## config.mk

```make
export PLATFORM = sky130hd
export DESIGN_NAME = pipe_hazard_ctrl
export DESIGN_NICKNAME = d
export VERILOG_FILES = /design/src/rtl/pipe_hazard_ctrl_pkg.sv /design/src/rtl/pipe_hazard_ctrl_fwd_sel.sv /design/src/rtl/pipe_hazard_ctrl.sv
export SDC_FILE = /design/constraint.sdc
export NUM_CORES = 1
export LEC_CHECK = 0
export CORE_MARGIN = 5
export CORE_UTILIZATION = 51
export DETAILED_ROUTE_END_ITERATION = 7
export PLACE_DENSITY = 0.83
export SYNTH_ARGS = -nofsm -noshare
export SYNTH_HDL_FRONTEND = slang
export SYNTH_SLANG_ARGS = --single-unit
```

## constraint.sdc

```tcl
create_clock -name clk -period 2.38 [get_ports clk]
set_input_delay 0.476 -clock clk [delete_from_list [all_inputs] [get_ports clk]]
set_output_delay 0.476 -clock clk [all_outputs]
set_load 0.01 [all_outputs]
```

## src/rtl/pipe_hazard_ctrl_pkg.sv

```systemverilog
`default_nettype none
// ============================================================================
// Module   : pipe_hazard_ctrl_pkg
// Brief    : Shared types for the 5-stage pipeline hazard controller:
//            forwarding-select encoding, memory-wait FSM states and the
//            per-stage producer record.
// Revision : 1.0 - initial release
// ============================================================================
package pipe_hazard_ctrl_pkg;

  // Storage width for register addresses inside the stage records; the top
  // zero-extends its RADDR_W-wide addresses into this field.
  localparam int c_raddr_w_max = 16;

  // EX operand source encoding
  localparam logic [1:0] FWD_RF  = 2'b00;
  localparam logic [1:0] FWD_MEM = 2'b01;
  localparam logic [1:0] FWD_WB  = 2'b10;

  typedef enum logic {
    ST_RUN     = 1'b0,
    ST_MEMWAIT = 1'b1
  } mem_state_e;

  typedef struct packed {
    logic                     valid;
    logic [c_raddr_w_max-1:0] dst;
    logic                     wen;
    logic                     is_load;
  } stage_info_t;

  // A stage can supply a result when it holds a real, register-writing
  // instruction whose destination is not $0 and whose data is not still
  // outstanding (a load waiting on memory).
  function automatic logic can_produce(input stage_info_t s, input logic busy);
    return s.valid & s.wen & (s.dst != '0) & ~(s.is_load & busy);
  endfunction

endpackage
`default_nettype wire

```

## src/rtl/pipe_hazard_ctrl_fwd_sel.sv

```systemverilog
`default_nettype none
// ============================================================================
// Module   : hazard_fwd_sel
// Brief    : Combinational forwarding comparator for one EX source operand.
//            The youngest matching producer (MEM) wins over WB.
// Revision : 1.0 - initial release
// ============================================================================
module hazard_fwd_sel
  import pipe_hazard_ctrl_pkg::*;
(
  input  logic                     i_ex_valid,
  input  logic [c_raddr_w_max-1:0] i_src,
  input  logic                     i_src_used,
  input  stage_info_t              i_mem,
  input  logic                     i_mem_wait,
  input  stage_info_t              i_wb,
  output logic [1:0]               o_fwd_sel
);

  logic w_mem_hit;
  logic w_wb_hit;

  // Pick the operand source; register file unless a live producer matches.
  always_comb begin
    w_mem_hit = can_produce(i_mem, i_mem_wait) && (i_mem.dst == i_src);
    w_wb_hit  = can_produce(i_wb, 1'b0) && (i_wb.dst == i_src);
    o_fwd_sel = FWD_RF;
    if (i_ex_valid && i_src_used) begin
      if (w_mem_hit) begin
        o_fwd_sel = FWD_MEM;
      end else if (w_wb_hit) begin
        o_fwd_sel = FWD_WB;
      end
    end
  end

endmodule
`default_nettype wire

```

## src/rtl/pipe_hazard_ctrl.sv

```systemverilog
`default_nettype none
// ============================================================================
// Module   : pipe_hazard_ctrl
// Brief    : Pipeline controller for the 5-stage MIPS datapath. Tracks the
//            EX/MEM/WB producers, generates load-use stalls, taken-branch
//            flushes, variable-latency memory freezes and EX forwarding
//            selects, and counts stall and flush events.
// Revision : 1.0 - initial release
// ============================================================================
module pipe_hazard_ctrl
  import pipe_hazard_ctrl_pkg::*;
#(
  parameter int XLEN    = 32,
  parameter int RADDR_W = 5,   // must not exceed c_raddr_w_max
  parameter int MEM_LAT = 1    // 1..8
) (
  input  logic               clk,
  input  logic               rst_n,
  input  logic               id_valid,
  input  logic [RADDR_W-1:0] id_rs,
  input  logic [RADDR_W-1:0] id_rt,
  input  logic               id_uses_rs,
  input  logic               id_uses_rt,
  input  logic [RADDR_W-1:0] id_dst,
  input  logic               id_wen,
  input  logic               id_is_load,
  input  logic               ex_taken,
  output logic               pc_hold,
  output logic               id_ex_bubble,
  output logic               flush_if_id,
  output logic               freeze,
  output logic [1:0]         fwd_a_sel,
  output logic [1:0]         fwd_b_sel,
  output logic               ex_valid,
  output logic               mem_valid,
  output logic               wb_valid,
  output logic               wb_wen,
  output logic [RADDR_W-1:0] wb_dst,
  output logic [XLEN-1:0]    stall_cycles,
  output logic [XLEN-1:0]    flush_count
);

  localparam int               c_cnt_w     = $clog2(MEM_LAT + 1);
  localparam logic [c_cnt_w-1:0] c_wait_load = c_cnt_w'(MEM_LAT - 1);

  stage_info_t              ex_q, ex_d, mem_q, mem_d, wb_q, wb_d;
  logic [c_raddr_w_max-1:0] ex_rs_q, ex_rs_d, ex_rt_q, ex_rt_d;
  logic                     ex_uses_rs_q, ex_uses_rs_d;
  logic                     ex_uses_rt_q, ex_uses_rt_d;
  mem_state_e               state_q, state_d;
  logic [c_cnt_w-1:0]       wait_cnt_q, wait_cnt_d;
  logic [XLEN-1:0]          stall_cnt_q, stall_cnt_d;
  logic [XLEN-1:0]          flush_cnt_q, flush_cnt_d;

  logic [c_raddr_w_max-1:0] w_id_rs, w_id_rt, w_id_dst;
  logic                     w_freeze;
  logic                     w_load_use;
  logic                     w_flush;
  logic                     w_bubble;
  logic                     w_pc_hold;

  // Hazard detection and the resulting hold/bubble/flush controls.
  always_comb begin
    w_id_rs    = c_raddr_w_max'(id_rs);
    w_id_rt    = c_raddr_w_max'(id_rt);
    w_id_dst   = c_raddr_w_max'(id_dst);
    w_freeze   = (state_q == ST_MEMWAIT);
    w_load_use = id_valid && ex_q.is_load && can_produce(ex_q, 1'b0) &&
                 ((id_uses_rs && (ex_q.dst == w_id_rs)) ||
                  (id_uses_rt && (ex_q.dst == w_id_rt)));
    // rst_n gates the flush so that a garbage ex_taken during reset cannot
    // surface as a control pulse; every other control derives from cleared
    // stage registers.
    w_flush    = ex_taken && !w_freeze && rst_n;
    w_bubble   = !w_freeze && (w_flush || w_load_use);
    w_pc_hold  = !w_freeze && !w_flush && w_load_use;
  end

  // Memory-wait FSM: a load entering MEM with MEM_LAT>1 freezes the
  // pipeline for MEM_LAT-1 cycles; the last freeze cycle returns to RUN.
  always_comb begin
    state_d    = state_q;
    wait_cnt_d = wait_cnt_q;
    case (state_q)
      ST_RUN: begin
        if ((MEM_LAT > 1) && ex_q.valid && ex_q.is_load) begin
          state_d    = ST_MEMWAIT;
          wait_cnt_d = c_wait_load;
        end
      end
      ST_MEMWAIT: begin
        wait_cnt_d = wait_cnt_q - c_cnt_w'(1);
        if (wait_cnt_q == c_cnt_w'(1)) begin
          state_d = ST_RUN;
        end
      end
      default: begin
        state_d    = ST_RUN;
        wait_cnt_d = '0;
      end
    endcase
  end

  // Stage shift: all producer records advance unless frozen; a bubble or an
  // empty ID slot enters EX as an all-zero record.
  always_comb begin
    ex_d         = ex_q;
    mem_d        = mem_q;
    wb_d         = wb_q;
    ex_rs_d      = ex_rs_q;
    ex_rt_d      = ex_rt_q;
    ex_uses_rs_d = ex_uses_rs_q;
    ex_uses_rt_d = ex_uses_rt_q;
    if (!w_freeze) begin
      wb_d  = mem_q;
      mem_d = ex_q;
      if (id_valid && !w_bubble) begin
        ex_d.valid   = 1'b1;
        ex_d.dst     = w_id_dst;
        ex_d.wen     = id_wen;
        ex_d.is_load = id_is_load;
        ex_rs_d      = w_id_rs;
        ex_rt_d      = w_id_rt;
        ex_uses_rs_d = id_uses_rs;
        ex_uses_rt_d = id_uses_rt;
      end else begin
        ex_d         = '0;
        ex_rs_d      = '0;
        ex_rt_d      = '0;
        ex_uses_rs_d = 1'b0;
        ex_uses_rt_d = 1'b0;
      end
    end
  end

  // Performance counters: freeze cycles and uncancelled load-use stalls.
  always_comb begin
    stall_cnt_d = stall_cnt_q;
    flush_cnt_d = flush_cnt_q;
    if (w_freeze || w_pc_hold) begin
      stall_cnt_d = stall_cnt_q + XLEN'(1);
    end
    if (w_flush) begin
      flush_cnt_d = flush_cnt_q + XLEN'(1);
    end
  end

  // State register for stage records, FSM and counters.
  always_ff @(posedge clk or negedge rst_n) begin
    if (!rst_n) begin
      ex_q         <= '0;
      mem_q        <= '0;
      wb_q         <= '0;
      ex_rs_q      <= '0;
      ex_rt_q      <= '0;
      ex_uses_rs_q <= 1'b0;
      ex_uses_rt_q <= 1'b0;
      state_q      <= ST_RUN;
      wait_cnt_q   <= '0;
      stall_cnt_q  <= '0;
      flush_cnt_q  <= '0;
    end else begin
      ex_q         <= ex_d;
      mem_q        <= mem_d;
      wb_q         <= wb_d;
      ex_rs_q      <= ex_rs_d;
      ex_rt_q      <= ex_rt_d;
      ex_uses_rs_q <= ex_uses_rs_d;
      ex_uses_rt_q <= ex_uses_rt_d;
      state_q      <= state_d;
      wait_cnt_q   <= wait_cnt_d;
      stall_cnt_q  <= stall_cnt_d;
      flush_cnt_q  <= flush_cnt_d;
    end
  end

  hazard_fwd_sel u_fwd_a (
    .i_ex_valid (ex_q.valid),
    .i_src      (ex_rs_q),
    .i_src_used (ex_uses_rs_q),
    .i_mem      (mem_q),
    .i_mem_wait (w_freeze),
    .i_wb       (wb_q),
    .o_fwd_sel  (fwd_a_sel)
  );

  hazard_fwd_sel u_fwd_b (
    .i_ex_valid (ex_q.valid),
    .i_src      (ex_rt_q),
    .i_src_used (ex_uses_rt_q),
    .i_mem      (mem_q),
    .i_mem_wait (w_freeze),
    .i_wb       (wb_q),
    .o_fwd_sel  (fwd_b_sel)
  );

  assign pc_hold      = w_pc_hold;
  assign id_ex_bubble = w_bubble;
  assign flush_if_id  = w_flush;
  assign freeze       = w_freeze;
  assign ex_valid     = ex_q.valid;
  assign mem_valid    = mem_q.valid;
  assign wb_valid     = wb_q.valid;
  assign wb_wen       = wb_q.valid & wb_q.wen;
  assign wb_dst       = wb_q.dst[RADDR_W-1:0];
  assign stall_cycles = stall_cnt_q;
  assign flush_count  = flush_cnt_q;

endmodule
`default_nettype wire

```

==> results of run 1 <==
path summary, 6_finish.rpt:
| path | cells after the start | to | startpoint |
|---|---|---|---|
| setup / recovery | 8 | id_ex_bubble | ex_q[5]$_DFFE_PN0N_ |
| hold / removal | 2 | ex_rt_q[2]$_DFFE_PN0N_ | rst_n |
| setup reg to reg | 8 | stall_cycles[31]$_DFFE_PN0P_ | ex_q[5]$_DFFE_PN0N_ |
| hold reg to reg | 1 | freeze$_DFF_PN0_ | wait_cnt_q$_DFFE_PN0P_ |
| max in group asynchronous | 2 | flush_count[5]$_DFFE_PN0P_ | rst_n |
| min in group clk | 2 | ex_rs_q[0]$_DFFE_PN0N_ | id_rs[0] |
sequential cells by signal, indices dropped and copies added, names as in the netlist:
signal / cells
wait_cnt_q: 1
freeze: 1
wb_valid: 1
ex_rs_q: 5
stall_cycles: 32
wb_q: 1
mem_q: 7
flush_count: 32
ex_valid: 1
mem_valid: 1
ex_uses_rs_q: 1
ex_uses_rt_q: 1
wb_dst: 5
ex_q: 7
ex_rt_q: 5
cell families after synthesis:
kind of cell | share of synthesized area [%]
compound gates | 4.65
buf+inv | 2.42
xor+xnor | 17.3
flops | 53.7
mux | 3.83
fa+ha+maj | 0.531
simple gates | 17.6
worst max-delay path, delay by kind of cell, from the launching register on:
family / cells / cell delay (ns)
flip-flops: 1 / 0.48
AND/OR/NAND/NOR: 3 / 0.47
buffers and inverters: 2 / 0.31
AO/OA/AOI/OAI: 2 / 0.22
XOR/XNOR: 1 / 0.21
cell usage after synthesis (all sizes together), types with 2 or more instances:
cell    instances  share of area [%]
nor2           16                1.4
xor2           32                6.0
o21ai           3               0.32
nor4bb          2               0.43
nand2b          2               0.27
and4            5               0.93
buf            11                1.4
nand3          21                2.2
a22o           19                3.5
xnor2          61                 11
mux2           16                3.8
clkbuf          8               0.64
nor3            5               0.53
ha              2               0.53
and2            6               0.80
or4             5               0.96
and3           16                2.1
dfrtp         101                 54
nand2          24                1.9
inv             5               0.40
nor4            9                1.2
nand3b          3               0.48
nand4          24                3.5
cell usage in the layout, fill, tap and decap left out, types with 19 or more instances in the layout:
cell type / instances
a22o_1: 19
buf_4: 40
clkdlybuf4s50_1: 89
dfrtp_1: 97
nand2_1: 24
nand3_1: 21
nand4_1: 22
xnor2_1: 61
xor2_1: 31
timing repair:
action / CTS / global route
hold buffers: 0 / 0
gates resized for setup: 45 / 20
gates cloned: 0 / 1
setup endpoints to repair: 7 / 53
buffers inserted: 7 / 2
pin swaps: 13 / 7
final cells by class:
class                   count  share of cell area, %
flip-flops and latches    101                   39.4
multi-input cells         281                   34.3
inverters                   5                  0.292
clock buffers              10                   2.14
repair buffers            147                   21.0
well taps                 111                   2.16
clock inverters             6                  0.721
power groups by stage:
stage	clock network, mW	logic [mW]	registers, mW
after detailed placement	0	0.444	1.93
after global placement	0	0.434	1.93
after CTS	1.04	0.461	1.90
final	1.03	0.472	1.90
after floorplan	0	0.160	1.93
after global routing	1.12	0.511	1.91
layer usage:
| metal | routed length [um] | track usage (%) |
|---|---|---|
| met4 | 293 | 7.77 |
| met2 | 5740 | 34.7 |
| met1 | 5060 | 27.2 |
| met5 | 0 | 0 |
| met3 | 663 | 4.68 |
==> metrics.log, run 1 <==
[metrics] outcome: finished, violations left
[metrics] violations in the final reports: setup timing
[metrics] Setup crit start kind: flip-flop
[metrics] minimum hold slack: approximately 0.17 ns
[metrics] dpl cell area: 6050 um^2
[metrics] clock tree from TritonCTS: done
[metrics] type of the setup path with the least slack: reg2out
[metrics] Worst Path Arrival: roughly 2.1 ns
[metrics] Data required, critical path: roughly 1.9 ns
[metrics] maximum number of pins on one net before global-route repair: 53
[metrics] switching component of the power: about 920 uW
[metrics] horizontal die dimension: between 100 and 150 um
[metrics] I/O pin count: roughly 100
[metrics] total area of multi-input combinational cells: 2200 um^2
[metrics] Post-Synthesis Cell Area: around 4700 um^2
[metrics] layout cells sized above 1: 20.0%
[metrics] number of diodes added for antenna fixing: 0
[metrics] remaining max-slew budget at the tightest pin: 57.8%
[metrics] final setup violating endpoints: 7
[metrics] largest voltage drop on the vdd net: roughly 0.0003 V
[metrics] count of port buffers added during placement: 103
[metrics] total power of the final layout: 3.40 mW
[metrics] drt drc: 0
[metrics] total detailed-routing wirelength: ~12 mm
[metrics] Setup TNS: -0.538 ns
[metrics] RSZ-0062 raised after global routing: yes
[metrics] number of max-cap violations: 0
[metrics] H-tree depth: 3
[metrics] number of antenna violations at the first check in global routing: 0
[metrics] syn_nets: approximately 430
[metrics] Layout Cell Area excl Fill: ~6400 um^2
[metrics] fraction of power spent switching nets: 27.2%
[metrics] vias in the first global route: approximately 3.9k
[metrics] count of pins over their slew limit: 0
[metrics] critical path capture point type: primary output
[metrics] Layout fillers: between 600 and 700
[metrics] y dimension of the die: ~110 um
[metrics] Clock Path Buffers: 2
[metrics] yosys synthesis warning count: 0
[metrics] Area Overhead vs Synth: 36.4%
[metrics] TritonRoute pass-1 iters: 5
[metrics] latest clock arrival within the worst-skew pair: 0.35 ns
[metrics] post-layout min period: about 2.5 ns
[metrics] Tot GR Track Use: between 20% and 30%
[metrics] Final Hold Viols: 0
[metrics] Worst-path clk slew: 0.10 ns
[metrics] Setup Slack @ Placement: -0.566 ns
[metrics] final setup margin: -0.157 ns
[metrics] combinational share of power: approximately 14%
[metrics] P_leak: ~2.9 nW
[metrics] setup slack of the worst register-to-register path: 0 ns
[metrics] number of library cell types mapped by synthesis: 38
[metrics] Num Clock Sinks: 101
[metrics] FF+latch area: between 2000 and 3000 um^2
[metrics] post-placement cell count: 635
[metrics] detailed-route via count: around 3.7k
[metrics] highest achievable clock rate: a little under 400 MHz
[metrics] Mapped Cells: between 400 and 500
[metrics] first-pass GRT wire length: around 19 mm
[metrics] worst min-delay path category: in2async
[metrics] ratio of total power to cell area: ~530 nW/um^2
[metrics] layout net count: 570
[metrics] library cell used as clock root buffer: clkbuf_8
[metrics] sequential share of power: between 50 and 60%
[metrics] final RePlAce weighted congestion: roughly 0.83
[metrics] overall die area: 11300 um^2
[metrics] final design utilization: 70.5%
[metrics] internal cell power: 2.47 mW
[metrics] non-filler cells, final: around 660
[metrics] post-synthesis register bit count: 101
[metrics] Via-to-Cell Ratio: between 5 and 6
[metrics] number of buffers created by CTS: 9
[metrics] FP Rows: 35
[metrics] transition time of the tightest slew-check pin: about 0.63 ns
[metrics] core box area: a little over 9000 um^2
[metrics] worst path cell trace: xor2_1, nor4_2, a32oi_1, buf_4, nor2_4, a21oi_2, nor2_1, buf_2
[metrics] half-perimeter wire length after placement: between 8 and 9 mm
[metrics] clock power share: between 30% and 40%
[metrics] average wire length per cell after detail routing: between 15 and 20 um
[metrics] asr flop ratio synth: 100%
[metrics] synthesized area per cell: roughly 12 um^2
[metrics] Max stage delay cell, worst path: dfrtp_2
[metrics] flip-flop cell with the highest count after synthesis: dfrtp_1
[metrics] clock tree skew after final layout: approximately 0.015 ns
[metrics] overflow left after global routing: 0
[metrics] drt first-iter violations: approximately 130
[metrics] count of antenna-violating nets left after detailed routing: 0
[metrics] count of flip-flops with a built-in enable after synthesis: 0
[metrics] initial core utilization: slightly above 50%
[metrics] worst-path fanout max: 5
[metrics] sequential-to-total area share from yosys stat: 53.7%
[metrics] Period Utilization, post-route: 107%
[metrics] Max stage delay on crit path: roughly 0.48 ns
Note: power is estimated with default switching activity, not from simulation.
==> inputs of run 2 (changes only) <==
- CORE_UTILIZATION: 51 -> 47
- PLACE_DENSITY: 0.83 -> 0.77
==> metrics.log, run 2 (synthesis results as in run 1) <==
[metrics] outcome: finished, violations left
[metrics] violations in the final reports: setup timing
[metrics] Layout fillers: 761 (+16%)
[metrics] Hold Crit Depth: 1
[metrics] Clock Path Buffers: 2 (unchanged)
[metrics] Data required, critical path: 1.90 ns (about the same)
[metrics] I/O pin count: 104 (unchanged)
[metrics] critical path capture point type: primary output
[metrics] total power of the final layout: 3.55 mW (+4.7%)
[metrics] FP Rows: 36 (+2.9%)
[metrics] dpl cell area: 6140 um^2 (+1.5%)
[metrics] cells on worst reg2reg path: 9 (+1)
[metrics] setup slack of the worst register-to-register path: 0.12 ns (+0.12 ns)
[metrics] number of antenna violations at the first check in global routing: 0 (unchanged)
[metrics] number of max-cap violations: 0 (unchanged)
[metrics] layout cells sized above 1: 19.9% (-0.14 points)
[metrics] highest achievable clock rate: 405 MHz (+2.7%)
[metrics] count of port buffers added during placement: 103 (unchanged)
[metrics] average wire length per cell after detail routing: 17.1 um (-4.1%)
[metrics] post-layout min period: 2.47 ns (-0.0657 ns)
[metrics] terminus of the critical flop-to-flop path: stall_cycles[1]$_DFFE_PN0P_
[metrics] layout net count: 574 (+0.70%)
[metrics] worst min-delay path category: reg2reg
[metrics] overall die area: 12100 um^2 (+7.7%)
[metrics] drt first-iter violations: 120 (-4.0%)
[metrics] library cell used as clock root buffer: clkbuf_8
[metrics] ratio of total power to cell area: 544 nW/um^2 (+3.0%)
[metrics] Tot GR Track Use: 20.2% (-0.79 points)
[metrics] P_leak: 2.97 nW (+1.9%)
[metrics] global-route track usage on met1: 27.7% (+0.51 points)
[metrics] number of diodes added for antenna fixing: 0 (unchanged)
[metrics] drt drc: 0 (unchanged)
[metrics] Worst Path Arrival: 2.00 ns (-0.06 ns)
[metrics] worst hold endpoint: freeze$_DFF_PN0_
[metrics] Layout Cell Area excl Fill: 6530 um^2 (+1.7%)
[metrics] RSZ-0062 raised after global routing: yes
[metrics] Area Overhead vs Synth: 38.6%
[metrics] commonest cells after routing, fill and taps aside: dfrtp_1 (99), clkdlybuf4s50_1 (92), xnor2_1 (58)
[metrics] half-perimeter wire length after placement: 8.36 mm (+0.30%)
[metrics] Num Clock Sinks: 101 (unchanged)
[metrics] latest clock arrival within the worst-skew pair: 0.35 ns (about the same)
[metrics] Final Hold Viols: 0 (unchanged)
[metrics] H-tree depth: 3 (unchanged)
[metrics] final setup violating endpoints: 4 (-3)
[metrics] final RePlAce weighted congestion: 0.808 (-3.0%)
[metrics] overflow left after global routing: 0 (unchanged)
[metrics] routing usage on met3: 3.73% (-0.95 points)
[metrics] FF+latch area: 2530 um^2 (about the same)
[metrics] worst-path fanout max: 2 (-3)
[metrics] TritonRoute pass-1 iters: 4 (-1)
[metrics] count of antenna-violating nets left after detailed routing: 0 (unchanged)
[metrics] remaining max-slew budget at the tightest pin: 54.1% (-3.7 points)
[metrics] type of the setup path with the least slack: reg2out
[metrics] most common cell after layout, fill and taps aside: dfrtp_1
[metrics] clock tree skew after final layout: 0.00893 ns (-0.00574 ns)
[metrics] transition time of the tightest slew-check pin: 0.688 ns (+0.0551 ns)
[metrics] Crit Reg-Reg Startpoint: ex_q[2]$_DFFE_PN0N_
[metrics] Period Utilization, post-route: 104% (-2.8 points)
[metrics] Setup crit start kind: flip-flop
[metrics] detailed-route via count: 3598 (-3.6%)
[metrics] total area of multi-input combinational cells: 2180 um^2 (-0.80%)
[metrics] vias in the first global route: 3856 (-0.70%)
[metrics] maximum number of pins on one net before global-route repair: 55 (+3.8%)
[metrics] number of buffers created by CTS: 9 (unchanged)
[metrics] Worst-path clk slew: 0.09 ns (about the same)
[metrics] horizontal die dimension: 110 um (+3.8%)
[metrics] final setup margin: -0.0912 ns (+0.0657 ns)
[metrics] clock tree from TritonCTS: done
[metrics] count of pins over their slew limit: 0 (unchanged)
[metrics] GR peak layer: met2
[metrics] met2 Usage GRT: 33.6% (-1.1 points)
[metrics] hold path start: wait_cnt_q$_DFFE_PN0P_
[metrics] Via-to-Cell Ratio: 5.24 (-7.2%)
[metrics] core box area: 9770 um^2 (+7.3%)
[metrics] y dimension of the die: 110 um (+3.8%)
[metrics] first-pass GRT wire length: 19.4 mm (+2.4%)
[metrics] final design utilization: 66.8% (-3.7 points)
[metrics] largest voltage drop on the vdd net: 0.000395 V (+34%)
[metrics] initial core utilization: 48.2% (-3.5 points)
[metrics] total detailed-routing wirelength: 11.7 mm (-0.35%)
## run 2: cell types whose count changed in the layout (fill, tap and decap cells not counted), moves of 2 or more
cell,previous run,this run
clkdlybuf4s50_1,89,92
xnor2_1,61,58
xnor2_2,0,3
buf_4,40,42
buf_6,5,3
bufinv_16,0,2
dfrtp_1,97,99
dfrtp_2,4,2
dlymetal6s2s_1,2,0
inv_6,2,0
## run 2: metrics by stage
stage                     setup slack (ns)  instances  setup TNS (ns)  hold WS (ns)
after floorplan                      0.286        406               0         0.180
after global placement              -0.489        664           -8.30         0.297
after detailed placement            -0.611        664          -14.30         0.297
after CTS                          -0.0948        685          -0.244         0.454
after global routing                -0.178        687          -0.725         0.467
final                              -0.0912        687          -0.231         0.450
## run 2: what timing repair did
action,in CTS,in global routing
pin swaps,11,5
hold buffers,1,0
resized for setup,41,11
endpoints found under the hold margin,2,0
setup endpoints to repair,8,13
buffers inserted,4,1
gates cloned,0,1
## run 2: worst max-delay path by stage
stage                               from                     endpoint  slack (ns)
CTS                 mem_q[5]$_DFFE_PN0N_                 fwd_b_sel[1]       -0.09
global route         ex_q[2]$_DFFE_PN0N_                 id_ex_bubble       -0.18
finish              mem_q[5]$_DFFE_PN0N_                 fwd_b_sel[0]       -0.09
global placement                id_rt[4]                 id_ex_bubble       -0.49
floorplan               freeze$_DFF_PN0_  flush_count[30]$_DFFE_PN0P_        0.29
detailed placement              id_rt[1]                 id_ex_bubble       -0.61
## run 2: layer usage
metal | share of wire, % | vias to the layer above
li1 | - | 1710
met1 | 45 | 1783
met2 | 48 | 89
met3 | 5.3 | 16
met4 | 1.3 | 0
met5 | 0 | -
## run 2: worst max-delay path, cell delays in order, from the launching register on
cell and delay, ns:
dfrtp_1 0.39, or4_4 0.55, o2111ai_4 0.26, buf_6 0.14
nor4_2 0.04, and3_1 0.14, buf_2 0.13
## run 2: where the power goes
group	switching [mW]	internal (mW)	total [mW]
clock	0.568	0.619	1.19
sequential	0.0999	1.79	1.89
combinational	0.209	0.265	0.474
## run 2: layout make-up
type                    instances  area share, %
flip-flops and latches        101           38.8
multi-input cells             281           33.5
repair buffers                151           21.5
well taps                     133           2.55
clock buffers                  10           2.11
clock inverters                 6           1.32
inverters                       5          0.287
